$ cat config.mk
export PLATFORM = sky130hd
export DESIGN_NAME = uart_tx_arbiter
export DESIGN_NICKNAME = d
export VERILOG_FILES = /design/src/rtl/uart_tx_arbiter.sv
export SDC_FILE = /design/constraint.sdc
export NUM_CORES = 1
export LEC_CHECK = 0
export CAP_MARGIN = 20
export CORE_MARGIN = 2
export CORE_UTILIZATION = 40
export DETAILED_ROUTE_END_ITERATION = 12
export GPL_TIMING_DRIVEN = 0
export PLACE_DENSITY = 0.73
export SYNTH_ARGS = -nofsm -noshare
export SYNTH_HDL_FRONTEND = slang
export SYNTH_SLANG_ARGS = --single-unit
$ cat constraint.sdc
create_clock -name clk -period 5.5 [get_ports clk]
set_clock_uncertainty 0.1 [all_clocks]
set_input_delay 1.65 -clock clk [delete_from_list [all_inputs] [get_ports clk]]
set_output_delay 1.65 -clock clk [all_outputs]
set_load 0.01 [all_outputs]
$ cat src/rtl/uart_tx_arbiter.sv
`default_nettype none
// ============================================================================
// Module   : uart_tx_arbiter
// Brief    : Round-robin, frame-atomic arbiter sharing one uart_tx byte channel
//            between N_REQ producers through a one-byte output buffer.
// Revision : 1.0 - initial release
// ============================================================================
module uart_tx_arbiter #(
  parameter int N_REQ         = 4,
  parameter int TIMEOUT_CYC   = 1023,
  localparam int GW           = $clog2(N_REQ)
) (
  input  logic               clk,
  input  logic               rst_n,
  input  logic [N_REQ-1:0]   req_valid,
  input  logic [8*N_REQ-1:0] req_data,
  input  logic [N_REQ-1:0]   req_last,
  output logic [N_REQ-1:0]   req_ready,
  output logic               tx_valid,
  output logic [7:0]         tx_data,
  input  logic               tx_ready,
  output logic [GW-1:0]      grant_id,
  output logic               grant_active,
  output logic               timeout_pulse
);

  localparam int            CW        = (TIMEOUT_CYC > 1) ? $clog2(TIMEOUT_CYC + 1) : 1;
  localparam logic [CW-1:0] c_tmax    = CW'((TIMEOUT_CYC > 0) ? TIMEOUT_CYC - 1 : 0);
  localparam logic [GW-1:0] c_last_id = GW'(N_REQ - 1);

  typedef enum logic [0:0] {
    ST_IDLE = 1'b0,
    ST_OWN  = 1'b1
  } state_t;

  state_t        r_state;
  state_t        w_state_nxt;
  logic [GW-1:0] r_grant_id;
  logic [GW-1:0] w_grant_id_nxt;
  logic [CW-1:0] r_tcnt;
  logic [CW-1:0] w_tcnt_nxt;
  logic          r_pulse;
  logic          w_pulse_nxt;
  logic          r_buf_full;
  logic [7:0]    r_buf_data;

  logic          w_sel_valid;
  logic          w_sel_last;
  logic [7:0]    w_sel_data;
  logic          w_ready_g;
  logic          w_accept;
  logic          w_timeout;
  logic          w_found;
  logic [GW-1:0] w_pick;
  logic [GW-1:0] w_idx;

  assign w_sel_valid = req_valid[r_grant_id];
  assign w_sel_last  = req_last[r_grant_id];
  assign w_sel_data  = req_data[{r_grant_id, 3'b000} +: 8];

  // Round-robin search starts one past the previous holder; the holder itself is checked last.
  always_comb begin
    w_found = 1'b0;
    w_pick  = r_grant_id;
    w_idx   = '0;
    for (int k = 1; k <= N_REQ; k++) begin
      w_idx = GW'((int'(r_grant_id) + k) % N_REQ);
      if (!w_found && req_valid[w_idx]) begin
        w_found = 1'b1;
        w_pick  = w_idx;
      end
    end
  end

  always_comb begin
    w_state_nxt    = r_state;
    w_grant_id_nxt = r_grant_id;
    w_tcnt_nxt     = r_tcnt;
    w_pulse_nxt    = 1'b0;
    w_ready_g      = 1'b0;
    w_accept       = 1'b0;
    w_timeout      = 1'b0;
    req_ready      = '0;
    case (r_state)
      ST_IDLE: begin
        w_tcnt_nxt = '0;
        if (w_found) begin
          w_grant_id_nxt = w_pick;
          w_state_nxt    = ST_OWN;
        end
      end
      ST_OWN: begin
        w_ready_g             = ~r_buf_full | tx_ready;
        req_ready[r_grant_id] = w_ready_g;
        w_accept              = w_ready_g & w_sel_valid;
        // Only cycles with no byte offered count; a byte held off by backpressure does not.
        w_timeout             = (TIMEOUT_CYC != 0) && !w_sel_valid && (r_tcnt == c_tmax);
        if (w_accept) begin
          w_tcnt_nxt = '0;
          if (w_sel_last) begin
            w_state_nxt = ST_IDLE;
          end
        end else if (w_timeout) begin
          w_tcnt_nxt  = '0;
          w_pulse_nxt = 1'b1;
          w_state_nxt = ST_IDLE;
        end else if (!w_sel_valid) begin
          w_tcnt_nxt = r_tcnt + CW'(1);
        end
      end
      default: w_state_nxt = ST_IDLE;
    endcase
  end

  always_ff @(posedge clk or negedge rst_n) begin
    if (!rst_n) begin
      r_state    <= ST_IDLE;
      r_grant_id <= c_last_id;
      r_tcnt     <= '0;
      r_pulse    <= 1'b0;
    end else begin
      r_state    <= w_state_nxt;
      r_grant_id <= w_grant_id_nxt;
      r_tcnt     <= w_tcnt_nxt;
      r_pulse    <= w_pulse_nxt;
    end
  end

  // Accept has priority over consume so a simultaneous pair reloads the buffer.
  always_ff @(posedge clk or negedge rst_n) begin
    if (!rst_n) begin
      r_buf_full <= 1'b0;
      r_buf_data <= '0;
    end else if (w_accept) begin
      r_buf_full <= 1'b1;
      r_buf_data <= w_sel_data;
    end else if (tx_ready) begin
      r_buf_full <= 1'b0;
    end
  end

  assign tx_valid      = r_buf_full;
  assign tx_data       = r_buf_data;
  assign grant_id      = r_grant_id;
  assign grant_active  = (r_state == ST_OWN);
  assign timeout_pulse = r_pulse;

endmodule
`default_nettype wire

## Word level (Yosys, flattened, before mapping)

Index checks and enable logic that the tools add are counted.

- Output and inout bits: 17
- Register bits: 23
- Input bits: 43
- Logic and storage cells: 75

- Multiplexer cells: 38
- Add/sub/neg operators: 5
- Bitwise operators: 5
- Shift-type cells: 1
- Equality and inequality tests: 2
- $lt $le $gt $ge: 6
- Reduce and logical (&&, ||, !) cells: 12

Operators with widths:

| cell | count |
|---|---|
| 32-bit by 6-bit variable part select with 8-bit output | 1 |
| 10-bit 2-to-1 mux | 3 |
| 1-bit 2-to-1 mux | 21 |
| 10-bit one-hot mux with 2 select lines | 1 |
| 2-bit by 3-bit less-than comparator with 1-bit output (second input constant) | 5 |
| 1-bit binary-select mux with 2-bit select | 6 |
| 10-bit by 1-bit adder with 10-bit output (second input constant) | 1 |
| 10-bit equality test (second input constant) | 1 |
| 2-bit 2-to-1 mux | 4 |
| 1-bit logical AND | 5 |
| 2-bit by 1-bit adder with 2-bit output (second input constant) | 2 |
| 2-bit adder (second input constant) | 2 |
| 4-bit AND | 1 |
| 1-bit zero test | 4 |
| 4-bit 2-to-1 mux | 1 |
| 4-bit by 2-bit != test with 1-bit output (second input constant) | 1 |
| 4-bit nonzero test | 1 |
| 3-bit AND reduction | 1 |
| 1-bit demux with 2-bit select | 1 |
| 2-bit by 1-bit greater-or-equal comparator with 1-bit output (second input constant) | 1 |
| 1-bit inverter | 2 |
| 1-bit one-hot mux with 2 select lines | 1 |
| 2-bit nonzero test | 1 |
| 1-bit AND | 1 |
| 1-bit bitwise OR | 1 |

## Depth between registers and ports, before layout

- Depth in word-level cells: 15
- Depth in mapped cells: 9

## Worst setup path after synthesis

OpenSTA, ideal clock, no wires.

- Kind: input -> output
- Start point: in tx_ready
- End point: out req_ready[0]
- Arrival: 2.227 ns
- Data required time: 3.750 ns
- Cell stages on the path: 3
- Path slack: 1.523 ns
- Cells stage by stage: nand2b_1 -> clkbuf_1 -> and3_1

- Longest elaborated chain between the ends: 3

RTL lines:

| item | line | RTL |
|---|---|---|
| start: declaration | 21 | `input logic tx_ready,` |
| 1-bit bitwise OR | 93 | `w_ready_g = ~r_buf_full \| tx_ready;` |
| 4-bit AND (no line) | - |  |
| 4-bit 2-to-1 mux | 84 | `case (r_state)` |
| end: declaration | 18 | `output logic [N_REQ-1:0] req_ready,` |

No other way between the ends.

## Worst setup path in the final report

- Start point: in tx_ready
- End point: out req_ready[1]

Same word-level chain as after synthesis.

==> summary.txt <==
Fin. Hold Viols -> 0
Worst setup SP type -> input port
Pwr Density -> 429 nW/um2
Flops & latches, synth -> 23
DRC viols -> 0
Gr usage total -> 0.190
Worst-margin pin slew -> 0.532 ns
Fmax -> 198 MHz
Drt pass-1 iters -> 4
Area Overhead vs Synth -> 42.0%
Final Wtd Congestion -> 0.911
Period utilization -> 0.920
Cts repair resizes -> 0
CTS H-tree lvls -> 1
Cells after synthesis -> 145
CTS root buf -> clkbuf_8
Number of global-route vias before repair -> 1399
Ports -> 60
Finished Core Util -> 0.587
Worst hold path type -> reg2reg
Post-synthesis sequential area ratio -> 0.349
Worst slack at placement -> 0.442 ns
Share of cells above drive strength 1 -> 0.159
Top-count cell post-synth -> dfrtp_1
Worst setup margin -> 0.440 ns
Worst-path clk slew -> 0.08 ns
Synth Cell Area -> 1650 um2
M1 wire length -> 1770 um
P_leak -> 0.968 nW
FP Rows -> 23
Most frequent cells after synthesis -> 21 x dfrtp_1, 8 x inv_1, 8 x nand2_1
Fin area -> 2350 um2
Post-CTS Hold Buffers -> 0
Cells after DPL -> 252
Fill cell count -> 326
Synthesized Nets -> 194
Num CTS Buffers -> 3
Clock sink count -> 23
Setup TNS -> 0 ns
Max Cap Viol -> 0
Post-synth top area share -> 0.318
CTS Buffer Depth -> 2
Initial Util -> 0.414
Endpoints failing setup -> 0
Post-DP HPWL -> 3190 um
Core area -> 4000 um2
Post-synth EDFFs -> 0
Drt via density -> 5.74
WL final -> 4140 um
Synth async-reset ratio -> 1.00
Final cell count without fillers -> 257
Overall power -> 1.01 mW
First-pass GRT wire length -> 6640 um
Nets -> 257
Count of cell types in the netlist -> 44
Crit path capture type -> output pin
RSZ-0062 raised after global routing -> no
CTS tree -> built
Status -> finished, final reports clean
Routed vias -> 1476
Overflow after GRT -> 0
Initial DRC Count -> 85
Worst slew margin -> 0.645
Port Buffers -> 57
DR WL met3 -> 166 um
Height of the die -> 68.3 um
# Post-CTS Setup Buffers -> 0
Final Hold Slack -> 0.409 ns
Fin. max-slew vios -> 0
Highest Signal Layer -> met4
Area leader, netlist -> dfrtp_1
WL/cell -> 16.1 um
Synthesis Warnings -> 0
Worst EP arrival -> 3.31 ns
Final min period -> 5.06 ns
Die width -> 68.3 um
Die ar. -> 4670 um2
Worst skew pair latency -> 0.26 ns
Top FF cell, synth -> dfrtp_1
Final ANT Viol Nets -> 0
Pin count of the biggest net entering global routing -> 24
ANT cells -> 0
Syn Area/Cell -> 11.4 um2
Met2 WL post-DR -> 2110 um
Worst vdd ir -> 0.239 mV
Synth top area cells -> dfrtp_1 32%, mux4_1 9.5%, mux4_2 6.8%
Placement Cell Area -> 2290 um2
WS Path Type -> in2out
Peak fanout along the critical path -> 8
Antenna violations before repair -> 0
WP data required -> 3.75 ns
[worst max-delay path: stages]
cell and delay [ns]:
clkdlybuf4s50_1 0.48, nand2b_1 0.10, clkbuf_1 0.31, and3_1 0.22, clkdlybuf4s50_1 0.55
[registers in the layout, summed over array words and instances (netlist names)]
name and cells:
tx_valid 1, r_tcnt 10, grant_id 2, tx_data 8, grant_active 1, timeout_pulse 1
[path summary, 6_finish.rpt]
kind / slack [ns] / end / startpoint / cells after the start
setup / recovery: 0.44 / req_ready[1] / tx_ready / 5
hold / removal: 0.41 / r_tcnt[9]$_DFFE_PN0P_ / r_tcnt[9]$_DFFE_PN0P_ / 1
setup reg to reg: 2.64 / grant_id[1]$_DFFE_PN1P_ / grant_id[1]$_DFFE_PN1P_ / 9
hold reg to reg: 0.41 / r_tcnt[9]$_DFFE_PN0P_ / r_tcnt[9]$_DFFE_PN0P_ / 1
max in group asynchronous: 3.24 / tx_data[2]$_DFFE_PN0P_ / rst_n / 2
min in group asynchronous: 1.59 / r_tcnt[1]$_DFFE_PN0P_ / rst_n / 1
[cell usage in the layout, fill, tap and decap left out, types with 2 or more instances in the layout]
cell / count
ha_1: 6
nand3_1: 2
buf_6: 2
nor2_1: 5
clkdlybuf4s50_1: 57
mux4_2: 5
mux2_2: 6
dfstp_2: 2
and2_1: 2
nand3_2: 2
clkbuf_8: 3
mux4_1: 6
clkbuf_1: 2
a311oi_1: 5
a21oi_1: 6
mux2_1: 2
nor3b_1: 3
buf_1: 2
nor3_1: 2
dfrtp_1: 21
and3_1: 6
o31ai_1: 3
nand4_1: 4
a221oi_1: 2
nand2_1: 8
inv_1: 8
buf_2: 5
nor2b_1: 2
o21ai_0: 7
mux2i_1: 3
[routing by layer]
metal  GRT usage  vias up
li1            -      693
met1       0.261      722
met2       0.308       53
met3      0.0263        8
met4      0.0650        0
met5           0        -
[cell families (layout without fill, tap and decap cells)]
logic type / count (synthesis) / count (layout) / synth area share
adder cells (fa/ha/maj): 6 / 6 / 0.0454
buffers and inverters: 19 / 81 / 0.0560
AO/OA/AOI/OAI: 34 / 34 / 0.151
flip-flops: 23 / 23 / 0.349
AND/OR/NAND/NOR: 41 / 41 / 0.162
multiplexers: 22 / 22 / 0.236
[layout make-up]
type / count / area [um2] / area share
Timing Repair Buffer: 58 / 586 / 0.249
Buffer: 11 / 62.6 / 0.0266
Clock buffer: 3 / 41.3 / 0.0176
Tap cell: 50 / 62.6 / 0.0266
Multi-Input combinational cell: 103 / 983 / 0.419
Clock inverter: 1 / 5.00 / 0.00213
Inverter: 8 / 30.0 / 0.0128
Sequential cell: 23 / 578 / 0.246
[power breakdown]
group          leakage, nW  switching (mW)  internal, mW  total (mW)
logic                0.654           0.298         0.334       0.633
registers            0.288          0.0400         0.228       0.268
clock network       0.0255          0.0558        0.0505       0.106
total                0.968           0.394         0.613        1.01
Power figures use the tool's default switching activity.
